**src/rtl/mult_pkg.sv**
```systemverilog
// Shared definitions for the shift-and-add multiplier: state encoding and default operand width.
package mult_pkg;

    localparam int DEFAULT_WIDTH = 8;

    typedef enum logic [1:0] {
        IDLE = 2'd0,
        BUSY = 2'd1,
        DONE = 2'd2
    } state_t;

endpackage

```
**src/rtl/mult_add_slice.sv**
```systemverilog
// Combinational WIDTH-bit ripple-carry adder built from a chain of full-adder cells.
module mult_add_slice #(
    parameter int WIDTH = mult_pkg::DEFAULT_WIDTH
) (
    output logic [WIDTH-1:0] S,
    output logic             C,
    input  logic [WIDTH-1:0] A,
    input  logic [WIDTH-1:0] B,
    input  logic             Cin
);

    logic [WIDTH:0] carry;

    assign carry[0] = Cin;

    genvar gi;
    generate
        for (gi = 0; gi < WIDTH; gi++) begin : g_fa
            assign S[gi]       = A[gi] ^ B[gi] ^ carry[gi];
            assign carry[gi+1] = (A[gi] & B[gi]) | (carry[gi] & (A[gi] ^ B[gi]));
        end
    endgenerate

    assign C = carry[WIDTH];

endmodule

```
**src/rtl/mult_8x8_shift_add.sv**
```systemverilog
// Sequential unsigned shift-and-add multiplier: one conditional add and right shift per cycle,
// operands and product exchanged over valid/ready handshakes.
module mult_8x8_shift_add
    import mult_pkg::*;
#(
    parameter int WIDTH = DEFAULT_WIDTH
) (
    input  logic               clk,
    input  logic               rst_n,
    input  logic               in_valid,
    output logic               in_ready,
    input  logic [WIDTH-1:0]   a,
    input  logic [WIDTH-1:0]   b,
    output logic               out_valid,
    input  logic               out_ready,
    output logic [2*WIDTH-1:0] product,
    output logic               busy
);

    localparam int CW = $clog2(WIDTH) + 1;
    localparam logic [CW-1:0] LAST_ITER = CW'(WIDTH - 1);

    state_t               state_q, state_d;
    logic [WIDTH-1:0]     mcand_q, mcand_d;
    logic [2*WIDTH-1:0]   acc_q, acc_d;
    logic [CW-1:0]        count_q, count_d;

    logic [WIDTH-1:0]     hi, lo, addend, sum;
    logic                 carry;

    assign hi = acc_q[2*WIDTH-1:WIDTH];
    assign lo = acc_q[WIDTH-1:0];

    // Adding zero when the multiplier bit is clear keeps the datapath a single add-then-shift.
    assign addend = lo[0] ? mcand_q : '0;

    mult_add_slice #(
        .WIDTH (WIDTH)
    ) u_add (
        .S   (sum),
        .C   (carry),
        .A   (hi),
        .B   (addend),
        .Cin (1'b0)
    );

    always_comb begin
        state_d = state_q;
        mcand_d = mcand_q;
        acc_d   = acc_q;
        count_d = count_q;
        case (state_q)
            IDLE: begin
                if (in_valid) begin
                    mcand_d = a;
                    acc_d   = {{WIDTH{1'b0}}, b};
                    count_d = '0;
                    state_d = BUSY;
                end
            end
            BUSY: begin
                // Carry lands in the MSB, so the final product never overflows.
                acc_d   = {carry, sum, lo[WIDTH-1:1]};
                count_d = count_q + 1'b1;
                if (count_q == LAST_ITER) begin
                    state_d = DONE;
                end
            end
            DONE: begin
                if (out_ready) begin
                    state_d = IDLE;
                end
            end
            default: state_d = IDLE;
        endcase
    end

    always_ff @(posedge clk or negedge rst_n) begin
        if (!rst_n) begin
            state_q <= IDLE;
            mcand_q <= '0;
            acc_q   <= '0;
            count_q <= '0;
        end else begin
            state_q <= state_d;
            mcand_q <= mcand_d;
            acc_q   <= acc_d;
            count_q <= count_d;
        end
    end

    assign in_ready  = (state_q == IDLE);
    assign out_valid = (state_q == DONE);
    assign busy      = (state_q == BUSY);
    assign product   = acc_q;

endmodule

```
**config.mk**
```make
export PLATFORM = sky130hd
export DESIGN_NAME = mult_8x8_shift_add
export DESIGN_NICKNAME = d
export VERILOG_FILES = /design/src/rtl/mult_pkg.sv /design/src/rtl/mult_add_slice.sv /design/src/rtl/mult_8x8_shift_add.sv
export SDC_FILE = /design/constraint.sdc
export NUM_CORES = 1
export LEC_CHECK = 0
export BUFFER_PORTS_ARGS = -buffer_cell sky130_fd_sc_hd__buf_2
export CAP_MARGIN = 20
export CORE_ASPECT_RATIO = 0.8
export CORE_MARGIN = 1
export CORE_UTILIZATION = 40
export CTS_CLUSTER_DIAMETER = 60
export DETAILED_ROUTE_END_ITERATION = 10
export HOLD_SLACK_MARGIN = 0.1
export PLACE_DENSITY = 0.74
export SLEW_MARGIN = 20
export SYNTH_ARGS = -nofsm -noshare
export SYNTH_HDL_FRONTEND = slang
export SYNTH_SLANG_ARGS = --single-unit
```
**constraint.sdc**
```tcl
create_clock -name clk -period 5.3 [get_ports clk]
set_input_delay 1.06 -clock clk [delete_from_list [all_inputs] [get_ports clk]]
set_output_delay 1.06 -clock clk [all_outputs]
set_load 0.005 [all_outputs]
```
==> out/metrics.csv <==
stage,metric,value,unit
run_status,outcome,completed,
grt,overflow,0,
logic_synthesis,ys.flop_type,dfrtp_1,
floorplanning,die_area,4200,sq um
job,maxCapViolCount,0,
logic_synthesis,yosysWarningCount,0,
logic_synthesis,muxShareOfSynthArea,6.42,%
detailed_routing,vias,1143,
finish,fin_nets,211,
floorplanning,die_x,72.2,microns
floorplanning,ioPinCount,39,
setup_path,crit_arrival,3810,ps
finish,syn_to_final_growth,18.1,%
clock_tree,clockBufferDepth,2,
detailed_routing,final_antenna_net_count,0,
finish,fillers,348,
logic_synthesis,synth_fa_ha_area_share,10.5,%
clock_tree,clkLatencyLatePin,280,ps
power,finalPower,1.04,mW
setup_path,end_kind,register,
grt,grt_pass1_wl,5100,microns
clock_tree,htree_levels,2,
placement,routabilityCongestion,0.710,
logic_synthesis,synth_top_area_share,47.5,%
setup_path,crit_path_max_fanout,10,
clock_tree,cts_tree,built,
logic_synthesis,syn_area,1580,sq um
setup_path,worstPathRequired,5490,ps
logic_synthesis,synth-xor-area-share,0.555,%
logic_synthesis,synth_compound_area_share,15.5,%
setup_path,crit_path_max_incr_delay,470,ps
clock_tree,holdBufCountCts,0,
sta,setup-tns-final,0,ps
setup_path,r2r_setup_slack,1680,ps
detailed_routing,wirelength,2930,microns
clock_tree,path_clk_slew,60,ps
finish,antenna_cells,0,
sta,worstMarginPinSlew,768,ps
clock_tree,cts_setup_buffers,0,
grt,grt_max_degree,31,
logic_synthesis,synth_common_cells,"dfrtp_1, nand2_1, inv_1, mux2_2, o21ai_0",
floorplanning,rows,20,
sta,rsz0062_at_grt,no,
grt,grt_usage,16.4,%
detailed_routing,drc,0,
clock_tree,cts_resized,0,
logic_synthesis,synth_top_cell_by_area,dfrtp_1,
placement,io_buffers,38,
detailed_routing,wire_per_inst,12.3,microns
clock_tree,cts-root-buf,clkbuf_8,
sta,slew_headroom,48.8,%
detailed_routing,vias_per_cell,4.80,
finish,layoutNonFillerInstCount,238,
grt,grt_pass1_vias,1089,
power,pwr_density_cell,556,nW/um^2
floorplanning,start_util,41.8,%
grt,grt_antenna_before_repair,0,
sta,slew_viol_final,0,
sta,min_period,3620,ps
logic_synthesis,synth.avg_cell_area,10.9,sq um
floorplanning,die_y,58.2,microns
sta,clock_skew,4.47,ps
finish,seq_area,751,sq um
setup_path,worstPathCellList,and2_1 -> ha_1 -> fa_1 -> fa_1 -> inv_1 -> fa_1 -> inv_1 -> fa_1 -> inv_1 -> fa_1 -> inv_1 -> fa_1 -> inv_1 -> fa_1 -> o22ai_1,
logic_synthesis,ys_top_cells_by_area,"dfrtp_1, fa_1, mux2_2",
sta,hold_viol_final,0,
sta,timing.hold.ws,500,ps
logic_synthesis,synth_cell_types,29,
power,leakagePower,0.905,nW
setup_path,start_kind,register,
logic_synthesis,syn_nets,174,
setup_path,crit_slowest_cell,dfrtp_1,
floorplanning,core-area,3780,sq um
sta,finalCritPeriodShare,68.3,%
logic_synthesis,synth_top_family_by_area,compound AO/OA/AOI/OAI gates,
placement,place_inst,230,
finish,fin_util,49.4,%
sta,fmax,276,MHz
logic_synthesis,yosys.area_share.simple,13.1,%
worst_hold_path,min_path_type,reg2reg,
logic_synthesis,synth_seq_cells,30,
placement,dp_hpwl,2080,microns
finish,multiInputGateArea,727,sq um
detailed_routing,drtPass1Iterations,4,
setup_path,cp_common_cell,fa_1,
clock_tree,cts.sinks,30,
setup_path,worstSetupPathType,reg2reg,
logic_synthesis,async_flop_share,100,%
logic_synthesis,synth.most_common_cell,dfrtp_1,
clock_tree,cts_buffers,5,
logic_synthesis,synthCells,145,
sta,setup_viol,0,
logic_synthesis,synth_edf_count,0,
power,ir_drop,244,uV
finish,layout-drive-gt1-share,30.6,%
logic_synthesis,ys_seq_area_share,47.5,%
detailed_routing,drt-initial-drc-count,95,
-- power by group --
group          internal, mW  leakage, nW  switching, mW  total, mW
Clock                 0.104       0.0482         0.0804      0.185
Combinational         0.205        0.485          0.211      0.416
Sequential            0.336        0.371         0.0993      0.435
Total                 0.646        0.905          0.391       1.04
-- final timing paths --
| kind | from | endpoint | depth (start not counted) |
|---|---|---|---|
| worst max-delay path | product[0] | product[14] | 15 |
| worst min-delay path | mcand_q[4] | mcand_q[4] | 1 |
| worst max register to register | product[0] | product[14] | 15 |
| worst min register to register | mcand_q[4] | mcand_q[4] | 1 |
| max in group asynchronous | rst_n | mcand_q[5] | 1 |
| min in group asynchronous | rst_n | count_q[2] | 1 |
-- layout by cell type (no fill, tap or decap), drive strengths merged, types with 2 or more instances in the layout --
cell type and instances:
a21oi 8, a22o 2, a22oi 7, and2 5, and2b 8, buf 38, clkbuf 7, dfrtp 30
fa 7, ha 2, inv 10, mux2 9, nand2 19, nor2 3, nor2b 2, o21ai 12
o21bai 2, o22ai 5, o31ai 2
-- flip-flops by register name, indices dropped and copies added (netlist names) --
signal   cells
product     16
mcand_q      8
count_q      4
state_q      2
-- critical path: cells and delay by family, from the launching register on --
kind	cells	cell delay, ps
flops	1	470
compound gates	1	170
simple gates	1	210
buf+inv	5	320
fa+ha+maj	8	2340
-- logic make-up after synthesis --
family | Yosys count
AOI/OAI and AO/OA | 38
xor gates and xnor gates | 1
adders and majority gates | 9
buffers and inverters | 18
DFF | 30
muxes | 9
and+or+nand+nor | 40
-- final cells by class --
cell class / instances / area share [%]
timing repair buffer: 38 / 10.2
sequential: 30 / 40.2
clock buffer: 7 / 4.63
tap: 55 / 3.69
inverter: 10 / 2.01
clock inverter: 1 / 0.268
multi-input combinational: 97 / 39.0
-- layer usage --
metal / share of wire, % / up-vias / GRT usage [%] / wire (microns)
met4: 2.6 / 0 / 9.24 / 75
met2: 47 / 19 / 24.3 / 1370
li1: - / 564 / - / -
met5: 0 / - / 0 / 0
met3: 3.3 / 7 / 3.83 / 96
met1: 47 / 553 / 22.1 / 1390
-- through the flow --
step	instance area (sq um)	setup WS (ps)
global route	1870	1480
CTS	1870	1680
global placement	1770	1770
floorplan	1580	1890
finish	1870	1680
detailed placement	1770	1700
No activity file was read; power rests on OpenSTA's default activity.
